File: src/rtl/ra_site_pkg.sv
// ----------------------------------------------------------------------------
// ra_site_pkg
// Shared definitions for the register-array site controller: the FSM state
// encoding, error flag bit positions, command address field layout and the
// data pattern returned for reads that address a missing array.
// Optional feature macro: RA_READBACK_EN (adds the S_RB readback state).
// ----------------------------------------------------------------------------
package ra_site_pkg;

`ifdef RA_READBACK_EN
  typedef enum logic [2:0] {
    S_IDLE   = 3'd0,
    S_RD     = 3'd1,
    S_RMW_RD = 3'd2,
    S_WR     = 3'd3,
    S_RB     = 3'd4,
    S_ACK    = 3'd5
  } state_t;
`else
  typedef enum logic [2:0] {
    S_IDLE   = 3'd0,
    S_RD     = 3'd1,
    S_RMW_RD = 3'd2,
    S_WR     = 3'd3,
    S_ACK    = 3'd5
  } state_t;
`endif

  // Sticky error flag bit positions
  localparam int ERR_SEL  = 0;  // array index beyond NRA
  localparam int ERR_DROP = 1;  // command presented while busy
  localparam int ERR_RB   = 2;  // readback compare mismatch
  localparam int ERR_W    = 3;

  // Command address layout: [port][index][word][byte]
  localparam int WORD_LSB = 2;
  localparam int IDX_W    = 3;

  localparam logic [31:0] BAD_RD_DAT = 32'hFFFF_FFFF;

  function automatic int idx_lsb(input int aw);
    return aw + WORD_LSB;
  endfunction

  function automatic int port_bit(input int aw);
    return aw + WORD_LSB + IDX_W;
  endfunction

endpackage

File: src/rtl/ra_rlat_pipe.sv
// ----------------------------------------------------------------------------
// ra_rlat_pipe
// RLAT-deep valid shift register. A one-cycle read-enable strobe entering on
// vld_p0 emerges on smp exactly RLAT cycles later, marking the cycle in which
// the array read data is valid and should be sampled.
// Ports:
//   clk    in  clock
//   rst    in  synchronous active-high reset (clears all stages)
//   vld_p0 in  read-enable strobe issued to the array
//   smp    out data-sample strobe
// ----------------------------------------------------------------------------
module ra_rlat_pipe
  import ra_site_pkg::*;
#(
  parameter int RLAT = 1
) (
  input  logic clk,
  input  logic rst,
  input  logic vld_p0,
  output logic smp
);

  logic [RLAT-1:0] vld_sr;

  generate
    if (RLAT == 1) begin : g_one
      always_ff @(posedge clk) begin
        if (rst) vld_sr <= '0;
        else     vld_sr <= vld_p0;
      end
    end else begin : g_many
      always_ff @(posedge clk) begin
        if (rst) vld_sr <= '0;
        else     vld_sr <= {vld_sr[RLAT-2:0], vld_p0};
      end
    end
  endgenerate

  assign smp = vld_sr[RLAT-1];

endmodule

File: src/rtl/ra_site_ctl.sv
// ----------------------------------------------------------------------------
// ra_site_ctl
// Single-command controller in front of NRA register arrays, each with two
// read ports (r0, r1) and one write port (w0). Reads, full writes and
// byte-masked read-modify-write cycles are sequenced by a small FSM; every
// accepted command ends with one rd_ack pulse.
// Optional feature macro: RA_READBACK_EN -- after every array write the
// word is re-read through r1 and compared; a mismatch sets err[2].
// Ports:
//   clk, rst                 clock, synchronous active-high reset
//   cmd_val/we/adr/sel/dat   command (accepted only while busy=0)
//   rd_ack, rd_dat           completion pulse and read data
//   busy                     command in flight
//   err[2:0]                 sticky flags {readback, drop, bad index}
//   ra_r0_*/ra_r1_*          per-array read ports (enb, adr out; dat in)
//   ra_w0_*                  per-array write port
// ----------------------------------------------------------------------------
module ra_site_ctl
  import ra_site_pkg::*;
#(
  parameter int NRA  = 2,
  parameter int AW   = 5,
  parameter int DW   = 32,
  parameter int RLAT = 1
) (
  input  logic              clk,
  input  logic              rst,
  input  logic              cmd_val,
  input  logic              cmd_we,
  input  logic [31:0]       cmd_adr,
  input  logic [3:0]        cmd_sel,
  input  logic [31:0]       cmd_dat,
  output logic              rd_ack,
  output logic [31:0]       rd_dat,
  output logic              busy,
  output logic [2:0]        err,
  output logic [NRA-1:0]    ra_r0_enb,
  output logic [NRA-1:0]    ra_r1_enb,
  output logic [NRA*AW-1:0] ra_r0_adr,
  output logic [NRA*AW-1:0] ra_r1_adr,
  input  logic [NRA*DW-1:0] ra_r0_dat,
  input  logic [NRA*DW-1:0] ra_r1_dat,
  output logic [NRA-1:0]    ra_w0_enb,
  output logic [NRA*AW-1:0] ra_w0_adr,
  output logic [NRA*DW-1:0] ra_w0_dat
);

  localparam int NB       = DW / 8;
  localparam int IDX_LSB  = idx_lsb(AW);
  localparam int PORT_BIT = port_bit(AW);

  function automatic logic [31:0] zext_dw(input logic [DW-1:0] d);
    logic [31:0] r;
    r         = '0;
    r[DW-1:0] = d;
    return r;
  endfunction

  // Byte-lane merge for partial writes: selected lanes come from the command.
  function automatic logic [DW-1:0] rmw_merge(input logic [DW-1:0] old_w,
                                              input logic [31:0]   new_w,
                                              input logic [3:0]    sel);
    logic [DW-1:0] r;
    r = old_w;
    for (int i = 0; i < NB; i++) begin
      if (sel[i]) r[i*8 +: 8] = new_w[i*8 +: 8];
    end
    return r;
  endfunction

  state_t            state_q, state_d;
  logic              iss_q;
  logic              rd_strobe, wr_strobe, use_r1, smp;
  logic              port_q, skip_q;
  logic [AW-1:0]     word_q;
  logic [IDX_W-1:0]  idx_q;
  logic [3:0]        sel_q;
  logic [31:0]       dat_q;
  logic [DW-1:0]     wdat_q;
  logic [31:0]       rd_dat_q;
  logic [ERR_W-1:0]  err_q;
  logic [DW-1:0]     rdat;

  logic [IDX_W-1:0]  new_idx;
  logic              new_bad, new_none, new_full, accept;
  logic              unused_adr;

  assign new_idx  = cmd_adr[IDX_LSB +: IDX_W];
  assign new_bad  = int'(new_idx) >= NRA;
  assign new_none = ~|cmd_sel[NB-1:0];
  assign new_full = &cmd_sel[NB-1:0];
  assign accept   = cmd_val && (state_q == S_IDLE);

  assign unused_adr = ^{cmd_adr[31:PORT_BIT+1], cmd_adr[WORD_LSB-1:0]};

  // Stage 0 -> 1: read strobe to data-sample strobe
  ra_rlat_pipe #(.RLAT(RLAT)) u_rlat_pipe (
    .clk    (clk),
    .rst    (rst),
    .vld_p0 (rd_strobe),
    .smp    (smp)
  );

  // Next state; rd_strobe fires only in the first cycle of a read state.
  always_comb begin
    state_d   = state_q;
    rd_strobe = 1'b0;
    wr_strobe = 1'b0;
    case (state_q)
      S_IDLE: begin
        if (cmd_val) begin
          if (!cmd_we)                           state_d = S_RD;
          else if (new_bad || new_none || new_full) state_d = S_WR;
          else                                   state_d = S_RMW_RD;
        end
      end
      S_RD: begin
        if (skip_q) begin
          state_d = S_ACK;
        end else begin
          rd_strobe = !iss_q;
          if (smp) state_d = S_ACK;
        end
      end
      S_RMW_RD: begin
        rd_strobe = !iss_q;
        if (smp) state_d = S_WR;
      end
      S_WR: begin
        wr_strobe = !skip_q;
`ifdef RA_READBACK_EN
        state_d   = skip_q ? S_ACK : S_RB;
`else
        state_d   = S_ACK;
`endif
      end
`ifdef RA_READBACK_EN
      S_RB: begin
        rd_strobe = !iss_q;
        if (smp) state_d = S_ACK;
      end
`endif
      S_ACK:   state_d = S_IDLE;
      default: state_d = S_IDLE;
    endcase
  end

  always_comb begin
    use_r1 = (state_q == S_RD) && port_q;
`ifdef RA_READBACK_EN
    use_r1 = use_r1 || (state_q == S_RB);
`endif
  end

  // Data returned by the addressed array on the port in use
  always_comb begin
    rdat = '0;
    for (int i = 0; i < NRA; i++) begin
      if (idx_q == IDX_W'(i)) rdat = use_r1 ? ra_r1_dat[i*DW +: DW] : ra_r0_dat[i*DW +: DW];
    end
  end

  // Array port drive; everything outside the strobe cycle stays 0.
  always_comb begin
    ra_r0_enb = '0;
    ra_r1_enb = '0;
    ra_r0_adr = '0;
    ra_r1_adr = '0;
    ra_w0_enb = '0;
    ra_w0_adr = '0;
    ra_w0_dat = '0;
    for (int i = 0; i < NRA; i++) begin
      if (idx_q == IDX_W'(i)) begin
        if (rd_strobe) begin
          if (use_r1) begin
            ra_r1_enb[i]           = 1'b1;
            ra_r1_adr[i*AW +: AW]  = word_q;
          end else begin
            ra_r0_enb[i]           = 1'b1;
            ra_r0_adr[i*AW +: AW]  = word_q;
          end
        end
        if (wr_strobe) begin
          ra_w0_enb[i]           = 1'b1;
          ra_w0_adr[i*AW +: AW]  = word_q;
          ra_w0_dat[i*DW +: DW]  = wdat_q;
        end
      end
    end
  end

  always_ff @(posedge clk) begin
    if (rst) begin
      state_q  <= S_IDLE;
      iss_q    <= 1'b0;
      err_q    <= '0;
      rd_dat_q <= '0;
    end else begin
      state_q <= state_d;
      iss_q   <= (state_d == state_q) && (iss_q || rd_strobe);
      if (cmd_val && (state_q != S_IDLE)) err_q[ERR_DROP] <= 1'b1;
      if (accept) begin
        if (new_bad) err_q[ERR_SEL] <= 1'b1;
        rd_dat_q <= (new_bad && !cmd_we) ? BAD_RD_DAT : '0;
      end
      if ((state_q == S_RD) && smp) rd_dat_q <= zext_dw(rdat);
`ifdef RA_READBACK_EN
      if ((state_q == S_RB) && smp && (rdat != wdat_q)) err_q[ERR_RB] <= 1'b1;
`endif
    end
  end

  // Command capture; only meaningful while the FSM is out of IDLE.
  always_ff @(posedge clk) begin
    if (accept) begin
      port_q <= cmd_adr[PORT_BIT];
      word_q <= cmd_adr[WORD_LSB +: AW];
      idx_q  <= new_idx;
      sel_q  <= cmd_sel;
      dat_q  <= cmd_dat;
      skip_q <= new_bad || (cmd_we && new_none);
      wdat_q <= cmd_dat[DW-1:0];
    end else if ((state_q == S_RMW_RD) && smp) begin
      wdat_q <= rmw_merge(rdat, dat_q, sel_q);
    end
  end

  assign rd_ack = (state_q == S_ACK);
  assign busy   = (state_q != S_IDLE);
  assign rd_dat = rd_dat_q;
  assign err    = err_q;

endmodule

File: config.mk
export PLATFORM = sky130hd
export DESIGN_NAME = ra_site_ctl
export DESIGN_NICKNAME = d
export VERILOG_FILES = /design/src/rtl/ra_site_pkg.sv /design/src/rtl/ra_rlat_pipe.sv /design/src/rtl/ra_site_ctl.sv
export SDC_FILE = /design/constraint.sdc
export NUM_CORES = 1
export LEC_CHECK = 0
export BUFFER_PORTS_ARGS = -buffer_cell sky130_fd_sc_hd__buf_4
export CAP_MARGIN = 15
export CORE_AREA = 2 2 132 134
export CTS_CLUSTER_SIZE = 10
export DETAILED_ROUTE_END_ITERATION = 8
export DIE_AREA = 0 0 134 136
export MAX_ROUTING_LAYER = met4
export PLACE_DENSITY = 0.74
export SLEW_MARGIN = 10
export SYNTH_ARGS = -nofsm -noshare
export SYNTH_HDL_FRONTEND = slang
export SYNTH_SLANG_ARGS = --single-unit
File: constraint.sdc
create_clock -name clk -period 6.7 [get_ports clk]
set_clock_uncertainty 0.1 [all_clocks]
set_input_delay 0.335 -clock clk [delete_from_list [all_inputs] [get_ports clk]]
set_output_delay 0.335 -clock clk [all_outputs]
set_load 0.05 [all_outputs]
Word-level counts from Yosys, hierarchy flattened
Cells that the tools add are included.
Storage, ports and cells
  bits in read-only memories: 0
  output and inout port bits: 137
  memories kept: 0
  bits of input ports: 200
  bits in latches: 0
  word-level logic and storage cells: 92
  register bits: 117
  bits in writable memories: 0
Operators by class
  bitwise gates (word level): 0
  $add $sub $neg: 0
  multipliers: 0
  reduce and logical (&&, ||, !) cells: 24
  magnitude comparators: 1
  multiplexer cells: 48
  divide/modulo/power cells: 0
  shift-type cells: 0
  equality and inequality tests: 6
Operator list (count)
  32-bit two-way mux: 12
  5-bit two-way mux: 11
  8-bit two-way mux: 4
  1-bit two-way mux: 14
  3-bit two-way mux: 4
  3-bit case mux with 4 select lines: 1
  1-bit logical AND: 8
  3-bit by 1-bit equality test with 1-bit output, second input constant: 2
  3-bit by 2-bit equality test with 1-bit output, second input constant: 2
  3-bit logical NOT: 2
  1-bit logical NOT: 4
  1-bit logical OR: 4
  4-bit AND reduction: 1
  2-bit nonzero test: 2
  4-bit OR reduction: 1
  3-bit equality test: 1
  3-bit equality test, second input constant: 1
  3-bit by 2-bit greater-or-equal comparator with 1-bit output, second input constant: 1
  3-bit nonzero test: 1
  2-bit two-way mux: 1
  1-bit case mux with 2 select lines: 1
  2-bit AND reduction: 1

Depth between registers and ports, before layout
Gate-level depths: netlist of the first run.
  depth in word-level cells: 10
  depth in mapped cells: 7
  depth with buffers taken out: 4

Hierarchy
Synthesis of the first run repeated with hierarchy kept, for this count alone.
Second synthesis, totals
  cell total of the unflattened synthesis: 617
  area total of the unflattened synthesis: 6490.0 µm²
By module, submodules not included
  ra_site_ctl: seq. area each 3103.0 µm², cells an instance 615, area an instance 6456.2 µm², times used 1
  ra_rlat_pipe: seq. area each 20.0 µm², cells an instance 2, area an instance 33.8 µm², times used 1

Worst setup path before layout of the first run
Ideal clock, no wire load.
  path type: register -> register
  start: register state_q[1]
  end: register wdat_q[0] (enable)
  required time: 6130 ps
  setup slack: 3063 ps
  stages on the path, launching flop included: 4
  arrival time: 3067 ps
  buffers on the path: 1
  period minus slack after synthesis: 3637 ps
  cell sequence: dfxtp_1 > buf_2 > nand2_1 > a211oi_1
Between the ends
  word-level cells in the longest chain between the ends: 3
  elaborated cells on any way between the ends: 5
RTL lines
  from (decl): RTL line ra_site_ctl.sv:71  | state_t state_q, state_d;
  from (signal assigned): RTL line ra_site_ctl.sv:199  | state_q <= state_d;
  3-bit by 2-bit equality test with 1-bit output / 3-bit logical NOT (equally long branches): RTL line ra_site_ctl.sv:223, ra_site_ctl.sv:92
  1-bit logical AND, on equally long branches: RTL line ra_site_ctl.sv:223, ra_site_ctl.sv:92
  2-bit nonzero test (no line) (*)
  to (signal assigned): RTL line ra_site_ctl.sv:222  | wdat_q <= cmd_dat[DW-1:0];
  to (signal assigned): RTL line ra_site_ctl.sv:224  | wdat_q <= rmw_merge(rdat, dat_q, sel_q);
  to (decl): RTL line ra_site_ctl.sv:79  | logic [DW-1:0] wdat_q;
Every way passes the cells marked *; elsewhere a longest branch is shown, timed or not.
A chain may end at the register's enable or synchronous reset.

Worst setup path after layout of the first run
  start: register state_q[0]
  end: output ra_r1_adr[8]
Between the ends
  word-level cells in the longest chain between the ends: 5
  elaborated cells on any way between the ends: 7
RTL lines
  3-bit by 1-bit equality test with 1-bit output: RTL line ra_site_ctl.sv:109, ra_site_ctl.sv:149
  1-bit logical AND: RTL line ra_site_ctl.sv:149  | use_r1 = (state_q == S_RD) && port_q;
  5-bit two-way mux: RTL line ra_site_ctl.sv:175  | if (use_r1) begin
  5-bit two-way mux (*): RTL line ra_site_ctl.sv:174  | if (rd_strobe) begin
  5-bit two-way mux (*): RTL line ra_site_ctl.sv:173  | if (idx_q == IDX_W'(i)) begin
  to (decl): RTL line ra_site_ctl.sv:40  | output logic [NRA*AW-1:0] ra_r1_adr,
Marks and branches as above.

==> impl_metrics.tcl, run 1 <==
set metrics [dict create \
    syn_area_um2 6480 \
    htreeDepth 4 \
    grt_usage_pct 24.1 \
    cp.required_ns 6.26 \
    synth_seq_cells 117 \
    grt_pass1_wl_um 32800 \
    clock_latency_ns 0.42 \
    setup_viol 0 \
    relSlewSlack_pct 32.9 \
    dp_cells 1107 \
    drt_first_pass_iters 5 \
    drt_iter0_drc 356 \
    rsz0062_at_grt "no" \
    cp_top_family "simple AND/OR/NAND/NOR gates" \
    status "completed" \
    final_common_cell "buf_4" \
    p_per_area_nw_per_um2 235 \
    die_area_um2 18200 \
    worstMarginPinSlew_ns 1.00 \
    yosysTopAreaCell "edfxtp_1" \
    timing.final.ws_setup_ns 3.30 \
    ctsResizeCount 0 \
    slowest_delay_ns 0.68 \
    cts_buffers 17 \
    synth_area_leaders "edfxtp_1 (36%), dfxtp_1 (12%), and2_1 (9.1%)" \
    placed_area_um2 8960 \
    num-nets-final 1139 \
    fp.dieW_um 134 \
    core_area_um2 16900 \
    placementRows 48 \
    slew_violations 0 \
    dp_hpwl_um 15300 \
    syn2layout_area_growth_pct 53.5 \
    grt_antenna_before_repair 0 \
    cts_tree "yes" \
    drc 0 \
    place_ws_ns 3.71 \
    period_share_pct 50.8 \
    synth.avg_cell_area_um2 10.5 \
    synth_top_area_share_pct 36.2 \
    vias 6180 \
    hold_class "primary input to register" \
    endpoint_kind "output port" \
    max_freq_ghz 0.294 \
    globalRouteOverflowTotal 0 \
    fill_cells 1446 \
    gp_congestion 0.783 \
    min_period_ns 3.40 \
    max_cap_viol_count 0 \
    critPathKind "register to output port" \
    synth_nets 816 \
    r2r_slack_ns 3.71 \
    floorplan.initialDensity_pct 38.4 \
    final_cell_area_um2 9940 \
    wl_um 22000 \
    cp.arrival_ns 2.97 \
    via_per_inst 5.25 \
    peakVddDrop_mv 0.181 \
    tns_ns 0 \
    antenna_left 0 \
    critPathBufInv 2 \
    critPathMostFrequentCell "buf_4" \
    first_global_vias 6084 \
    diodes 0 \
    numPortBuffers 312 \
    layout_common_cells "buf_4 (325), and2_1 (94), edfxtp_1 (78)" \
    grt_start_max_net_pins 99 \
    root_buffer "clkbuf_16" \
    cpMaxStageDelayCell "dfxtp_1" \
    clkTransAtPathRegs_ns 0.05 \
    start_kind "register" \
    cts_sinks 117 \
    hold_viol_final 0 \
    ys_seq_area_share_pct 48.2 \
    avgRoutedWirePerCell_um 18.7 \
    cp_max_fo 18 \
    cts.path.max_buffers 2 \
    io_pins 337 \
    synth_cell_types 43 \
    fin_cells 1177 \
    postSynthCellCount 616 \
    yosys_warnings 0 \
    die_h_um 136 \
    path_cells "nand4bb_2 -> buf_4 -> nor3_2 -> and2_1 -> buf_4" \
    cellLeakagePower_uw 0.00407 \
    drive_gt1_share_pct 41.7 \
]
-- flip-flops by register name (all words and copies together) (netlist names), 2 cells and up --
register,flops
idx_q,3
wdat_q,32
rd_dat,32
sel_q,4
state_q,3
err,2
word_q,5
dat_q,32
-- cell families (layout without fill, tap and decap cells) --
| logic type | after synthesis | after routing | synth area share (%) |
|---|---|---|---|
| AND/OR/NAND/NOR | 265 | 265 | 23.7 |
| AO/OA/AOI/OAI | 141 | 141 | 18.6 |
| flip-flops | 117 | 117 | 48.2 |
| buffers and inverters | 60 | 396 | 4.46 |
| multiplexers | 32 | 32 | 4.95 |
| other | 1 | 1 | 0.0579 |
-- synthesized netlist by cell type (all sizes together) --
cell and instances:
and2 94, edfxtp 78, nand3 64, dfxtp 39, a21oi 36, nand2 36
clkbuf 35, a221oi 32, mux2i 32, nand3b 32, o211a 32, o21ai 32
buf 24, nor2 15, nor3 8, nor4 4, and3b 2, nand2b 2
or3 2, a211o 1, a211oi 1, a21boi 1, a31oi 1, a41o 1
and4bb 1, conb 1, inv 1, nand4 1, nand4bb 1, nor2b 1
o2111a 1, o22ai 1, o311a 1, o31a 1, or3b 1, or4b 1
-- final cells by class --
class	count	area (um^2)	area share [%]
sequential	117	3120	31.4
inverter	1	3.75	0.0378
timing repair buffer	363	2820	28.4
clock buffer	19	433	4.35
multi-input combinational	439	3120	31.4
clock inverter	13	163	1.64
tap	225	282	2.83
-- final timing paths --
check / depth (start not counted) / to / from
setup / recovery: 5 / ra_r1_adr[8] / state_q[0]
hold / removal: 1 / dat_q[21] / cmd_dat[21]
setup reg to reg: 5 / wdat_q[7] / state_q[0]
hold reg to reg: 2 / err[1] / err[1]
-- through the flow --
stage	power [uW]	hold slack [ns]	utilization, %
final	2340	0.0196	58.9
after global routing	2420	0.00580	58.9
after CTS	2350	0.00354	58.9
after detailed placement	1400	0.365	53.1
after global placement	1390	0.352	53.1
after floorplan	1210	0.334	-
-- power by group --
| part | internal [uW] | switching [uW] | leakage (uW) | total [uW] |
|---|---|---|---|---|
| clock network | 612 | 315 | 0.000290 | 928 |
| registers | 871 | 48.2 | 0.00106 | 919 |
| logic | 199 | 293 | 0.00272 | 491 |
| total | 1680 | 656 | 0.00407 | 2340 |
-- metal layers --
layer | track usage [%] | vias to the layer above | wire length (um)
met3 | 5.03 | 27 | 1210
li1 | - | 2938 | -
met5 | - | - | 0
met1 | 27.6 | 3014 | 9180
met4 | 7.86 | 0 | 352
met2 | 42.3 | 201 | 11300
-- repair_timing --
| item | 4_1_cts | 5_1_grt |
|---|---|---|
| hold endpoints to repair | 38 | 0 |
| hold buffers | 38 | 0 |
| setup buffers | 0 | 0 |
No activity file was read; power rests on OpenSTA's default activity.
==> run 2, diff against run 1 <==
ABC_AREA = 1   (was not set)
CORE_AREA = 2 2 130 132   (was 2 2 132 134)
DIE_AREA = 0 0 132 134   (was 0 0 134 136)
PLACE_DENSITY = 0.81   (was 0.74)
clock period = 3.2 ns   (was 6.7 ns; I/O delays follow)
==> run 2 against run 1 <==
  * Via count grew 30%
  * Global-route usage up 4.0 points
  * Non-clock buffer count up 12
  * Total power rose by 120%
  * Combinational power increased to 2.6 times the previous value
  * Flip-flop and latch count did not move
  * Clock-buffer cell count is 2 lower
  * Setup slack got worse by 2.8 ns
  * Clock power up 110%
  * Sequential share of layout area is 2.3 points lower
  * Critical endpoint is now ra_r1_adr[9]
  * Largest power group unchanged
==> impl_metrics.tcl, run 2 <==
set metrics [dict create \
    status "completed" \
    dp_hpwl_um 17200 \
    rsz0062_at_grt "no" \
    cts.path.max_buffers 2 \
    synth.most_common_cell "inv_1" \
    clockPowerShare_pct 38.0 \
    wl_um 24600 \
    synth_nets 1236 \
    synthFlopType "edfxtp_1" \
    yosysTopAreaCell "edfxtp_1" \
    drive_gt1_share_pct 27.1 \
    tns_ns 0 \
    grt_usage_pct 28.1 \
    cp.required_ns 2.94 \
    die_h_um 134 \
    cts_sinks 117 \
    grt_start_max_net_pins 52 \
    worstMarginPinSlew_ns 0.909 \
    sw_frac_of_total_pct 30.9 \
    layout_common_cells "buf_4 (328), inv_1 (217), nand2_1 (207)" \
    num-nets-final 1565 \
    max_cap_viol_count 0 \
    critPathMostFrequentCell "nand3_2" \
    switchingPower_uw 1600 \
    drc 0 \
    cpMaxStageDelayCell "nand3_2" \
    io_pins 337 \
    syn2layout_area_growth_pct 48.4 \
    yosys_warnings 0 \
    vias 8012 \
    max_freq_ghz 0.364 \
    final_common_cell "buf_4" \
    peakVddDrop_mv 0.378 \
    min_period_ns 2.75 \
    floorplan.initialDensity_pct 44.4 \
    critPathKind "register to output port" \
    synthTopCellsByCount "inv_1 (217), nand2_1 (208), nor2_1 (172)" \
    hold_ws_ns 0.0312 \
    syn_area_um2 7230 \
    synth_cell_types 27 \
    hold_viol_final 0 \
    htreeDepth 4 \
    synth_top_area_share_pct 32.4 \
    cellLeakagePower_uw 0.00562 \
    cp_top_family "simple AND/OR/NAND/NOR gates" \
    globalRouteOverflowTotal 0 \
    power_frac_seq_pct 37.0 \
    numPortBuffers 312 \
    comb_power_share_pct 25.0 \
    drt_first_pass_iters 5 \
    path_cells "nor2_4 -> nand3_2 -> inv_1 -> nand3_2 -> nor2_1 -> buf_4" \
    final_cell_area_um2 10700 \
    postCtsSetupBuffers 0 \
    setup_viol 0 \
    avgRoutedWirePerCell_um 15.4 \
    die_area_um2 17700 \
    root_buffer "clkbuf_16" \
    power_uw 5200 \
    via_per_inst 5.01 \
    placementRows 47 \
    antenna_left 0 \
    synth.avg_cell_area_um2 6.98 \
    clkTransAtPathRegs_ns 0.06 \
    ys_seq_area_share_pct 43.2 \
    intPower_uw 3590 \
    cp.arrival_ns 2.49 \
    fp.dieW_um 132 \
    first_global_vias 7627 \
    synth_seq_cells 117 \
    synth_area_leaders "edfxtp_1 (32%), inv_1 (11%), dfxtp_1 (11%)" \
    critPathBufInv 2 \
    placed_area_um2 9660 \
    hold_class "primary input to register" \
    slew_violations 0 \
    slowest_delay_ns 0.43 \
    p_per_area_nw_per_um2 484 \
    grt_antenna_before_repair 0 \
    gp_congestion 0.890 \
    cts_buffers 17 \
    postSynthCellCount 1036 \
    core_area_um2 16300 \
    period_share_pct 85.8 \
    synth_edf_count 78 \
    ctsResizeCount 0 \
    start_kind "register" \
    cts_tree "yes" \
    async_flop_share_pct 0 \
    drt_iter0_drc 486 \
    cp_max_fo 17 \
    endpoint_kind "output port" \
    relSlewSlack_pct 39.2 \
    diodes 0 \
    clock_latency_ns 0.41 \
    grt_pass1_wl_um 37900 \
]
run 2: what timing repair did:
action | in CTS | in global routing
endpoints found under the setup margin | 0 | 0
hold buffers | 46 | 0
hold endpoints to repair | 78 | 0
run 2: metrics by stage:
stage | setup slack (ns) | cells | util (%)
floorplan | 0.321 | 1036 | -
global placement | 0.634 | 1520 | 59.3
detailed placement | 0.619 | 1520 | 59.3
CTS | 0.455 | 1598 | 65.9
global route | 0.283 | 1598 | 65.9
finish | 0.455 | 1598 | 65.9
run 2: final timing paths:
path | start | depth (start not counted) | endpoint | slack (ns)
worst min register to register | err[1] | 2 | err[1] | 0.37
worst max register to register | state_q[1] | 7 | rd_dat[5] | 0.66
worst min-delay path | cmd_we | 3 | state_q[1] | 0.03
worst max-delay path | state_q[1] | 6 | ra_r1_adr[9] | 0.45
run 2: tightest hold or removal path, delay by kind of cell:
| kind | cells | cell delay [ns] |
|---|---|---|
| AOI/OAI and AO/OA | 1 | 0.09 |
| and+or+nand+nor | 1 | 0.12 |
| buffers and inverters | 1 | 0.12 |
run 2: cell families after synthesis:
group           after synthesis  synth area share, %
simple gates                527                 32.2
buf+inv                     286                 16.2
flops                       117                 43.2
compound gates              105                 8.39
other cells                   1               0.0519
run 2: layout make-up:
cell class,count,area (um^2)
clock inverters,15,188
well taps,220,275
fillers,1324,5560
multi-input cells,633,2940
inverters,221,831
clock buffers,17,425
repair buffers,375,2940
flip-flops and latches,117,3120
run 2: power groups by stage:
stage,clock (uW),sequential [uW],combinational (uW)
4_1_cts,2000,1920,1290
6_report,1970,1920,1300
5_1_grt,2060,1940,1420
3_3_place_gp,0,1950,1220
3_5_place_dp,0,1950,1240
2_1_floorplan,0,2040,700
run 2: routing by layer:
| layer | routed length [um] | vias to the layer above | global-route usage, % |
|---|---|---|---|
| li1 | - | 3901 | - |
| met1 | 9610 | 3677 | 31.0 |
| met2 | 12500 | 376 | 49.5 |
| met3 | 1730 | 58 | 5.74 |
| met4 | 744 | 0 | 11.8 |
| met5 | 0 | - | - |
==> run 3, diff against run 2 <==
--- a/config.mk
+++ b/config.mk
@@ -13,5 +13,4 @@
 export DETAILED_ROUTE_END_ITERATION = 8
 export DIE_AREA = 0 0 132 134
-export MAX_ROUTING_LAYER = met4
 export PLACE_DENSITY = 0.81
 export SLEW_MARGIN = 10
==> constraint.sdc (replaced) <==
create_clock -name clk -period 3.2 [get_ports clk]
set_clock_uncertainty 0.1 [all_clocks]
set_input_delay 0.16 -clock clk [delete_from_list [all_inputs] [get_ports clk]]
set_output_delay 0.16 -clock clk [all_outputs]
set_load 0.1 [all_outputs]
==> run 3 against run 2 <==
  * Setup slack worse by 0.15 ns
  * Register-to-register slack got worse by 0.15 ns
  * Die area did not move
  * Maximum frequency shrank 5.3%
  * Combinational power rose by 15%
  * First-iteration DRC count grew 15%
  * Core utilization rose by 0.95 points
  * Sequential power about the same
  * Flip-flop and latch count is the same
  * Via count grew 1.1%
  * Non-clock buffer count rose by 1
  * Hold slack gained 0.052 ns
  * Critical path type unchanged
  * Largest power group unchanged
==> impl_metrics.tcl, run 3 (same netlist as run 2, synthesis figures left out) <==
set metrics [dict create \
    cts_buffers 17 \
    cpMaxStageDelayCell "nor2_4" \
    avgRoutedWirePerCell_um 15.7 \
    drt_iter0_drc 557 \
    critPathKind "register to output port" \
    intPower_uw 3710 \
    grt_pass1_wl_um 39000 \
    core_area_um2 16300 \
    io_pins 337 \
    sw_frac_of_total_pct 32.6 \
    critPathMostFrequentCell "nor2_4" \
    rsz0062_at_grt "no" \
    cts_sinks 117 \
    die_area_um2 17700 \
    fp.dieW_um 132 \
    die_h_um 134 \
    setup_viol 0 \
    diodes 0 \
    postLayoutCoreUtil_pct 66.8 \
    endpoint_kind "output port" \
    power_frac_seq_pct 34.9 \
    clkTransAtPathRegs_ns 0.05 \
    vias 8098 \
    period_share_pct 90.6 \
    slew_violations 0 \
    cp_max_fo 15 \
    worstMarginPinSlew_ns 0.746 \
    grt_usage_pct 27.9 \
    final_common_cell "buf_4" \
    grt_start_max_net_pins 65 \
    hold_class "primary input to register" \
    start_kind "register" \
    cts_tree "yes" \
    max_freq_ghz 0.345 \
    num-nets-final 1566 \
    min_period_ns 2.90 \
    clockPowerShare_pct 37.8 \
    peakVddDrop_mv 0.360 \
    drt_first_pass_iters 5 \
    cellLeakagePower_uw 0.00564 \
    clock_latency_ns 0.42 \
    gp_congestion 0.848 \
    via_per_inst 5.06 \
    dp_hpwl_um 17500 \
    relSlewSlack_pct 50.2 \
    wl_um 25100 \
    globalRouteOverflowTotal 0 \
    switchingPower_uw 1800 \
    numPortBuffers 312 \
    cp.required_ns 2.94 \
    max_cap_viol_count 0 \
    slowest_delay_ns 0.44 \
    htreeDepth 4 \
    path_cells "nor2_4 -> nand2_1 -> o21ai_1 -> inv_1 -> nor2_4 -> nand3_1 -> nor2_1 -> buf_4" \
    root_buffer "clkbuf_16" \
    status "completed" \
    layout_common_cells "buf_4 (327), inv_1 (217), nand2_1 (207)" \
    antenna_left 0 \
    drive_gt1_share_pct 30.1 \
    syn2layout_area_growth_pct 50.5 \
    comb_power_share_pct 27.2 \
    cts.path.max_buffers 2 \
    p_per_area_nw_per_um2 506 \
    grt_antenna_before_repair 0 \
    drc 0 \
    floorplan.initialDensity_pct 44.4 \
    first_global_vias 7891 \
    hold_viol_final 0 \
    cp.arrival_ns 2.64 \
    placementRows 47 \
    tns_ns 0 \
]
-- run 3: cell types whose count changed in the layout (fill, tap and decap cells not counted), sizes merged --
cell,previous run,this run
clkbuf,17,19
clkinvlp,7,3
clkinv,5,6
dlygate4sd3,46,47
bufinv,4,5
-- run 3: per-stage QoR --
stage / cell area, um^2 / hold slack, ns / setup WS [ns] / total power (uW) / std cells
finish: 10900 / 0.0834 / 0.300 / 5510 / 1599
floorplan: 7330 / 0.159 / -0.444 / 2920 / 1036
global placement: 9770 / 0.240 / 0.682 / 3350 / 1520
CTS: 10900 / 0.0654 / 0.277 / 5510 / 1599
detailed placement: 9770 / 0.239 / 0.491 / 3390 / 1520
global route: 10900 / 0.0908 / 0.0323 / 5720 / 1599
-- run 3: critical path: cells and delay by family, from the launching register on --
family                 cells  cell delay [ns]
AO/OA/AOI/OAI              1             0.23
buffers and inverters      2             0.42
flip-flops                 1             0.36
AND/OR/NAND/NOR            5             1.20
-- run 3: final timing paths --
path	start	end	slack [ns]	cells after the start
max reg2reg	state_q[1]	rd_dat[17]	0.51	7
min reg2reg	err[1]	err[1]	0.37	2
max	state_q[1]	ra_r0_adr[9]	0.30	8
min	rst	err[1]	0.08	2
-- run 3: area by class of cell --
class                   instances  area (um^2)
inverters                     221          831
clock inverters                13          205
repair buffers                376         2970
well taps                     220          275
fillers                      1345         5400
multi-input cells             633         3040
clock buffers                  19          443
flip-flops and latches        117         3120
-- run 3: power groups by stage --
stage | Combinational (uW) | Clock [uW] | Sequential (uW)
final | 1500 | 2080 | 1920
after CTS | 1490 | 2100 | 1920
after detailed placement | 1440 | 0 | 1950
after global placement | 1410 | 0 | 1940
after floorplan | 748 | 0 | 2170
after global routing | 1620 | 2160 | 1940
-- run 3: routing by layer --
layer	vias to the layer above	GRT usage (%)	wire length, um
met5	-	0	0
li1	3897	-	-
met2	419	50.1	12600
met4	0	13.3	837
met1	3722	31.1	9660
met3	60	6.54	1970
-- run 3: repair_timing --
action                    in CTS  in global routing
hold buffers                  47                  0
gates resized for setup        0                  0
setup buffers                  0                  0
hold endpoints to repair      80                  0
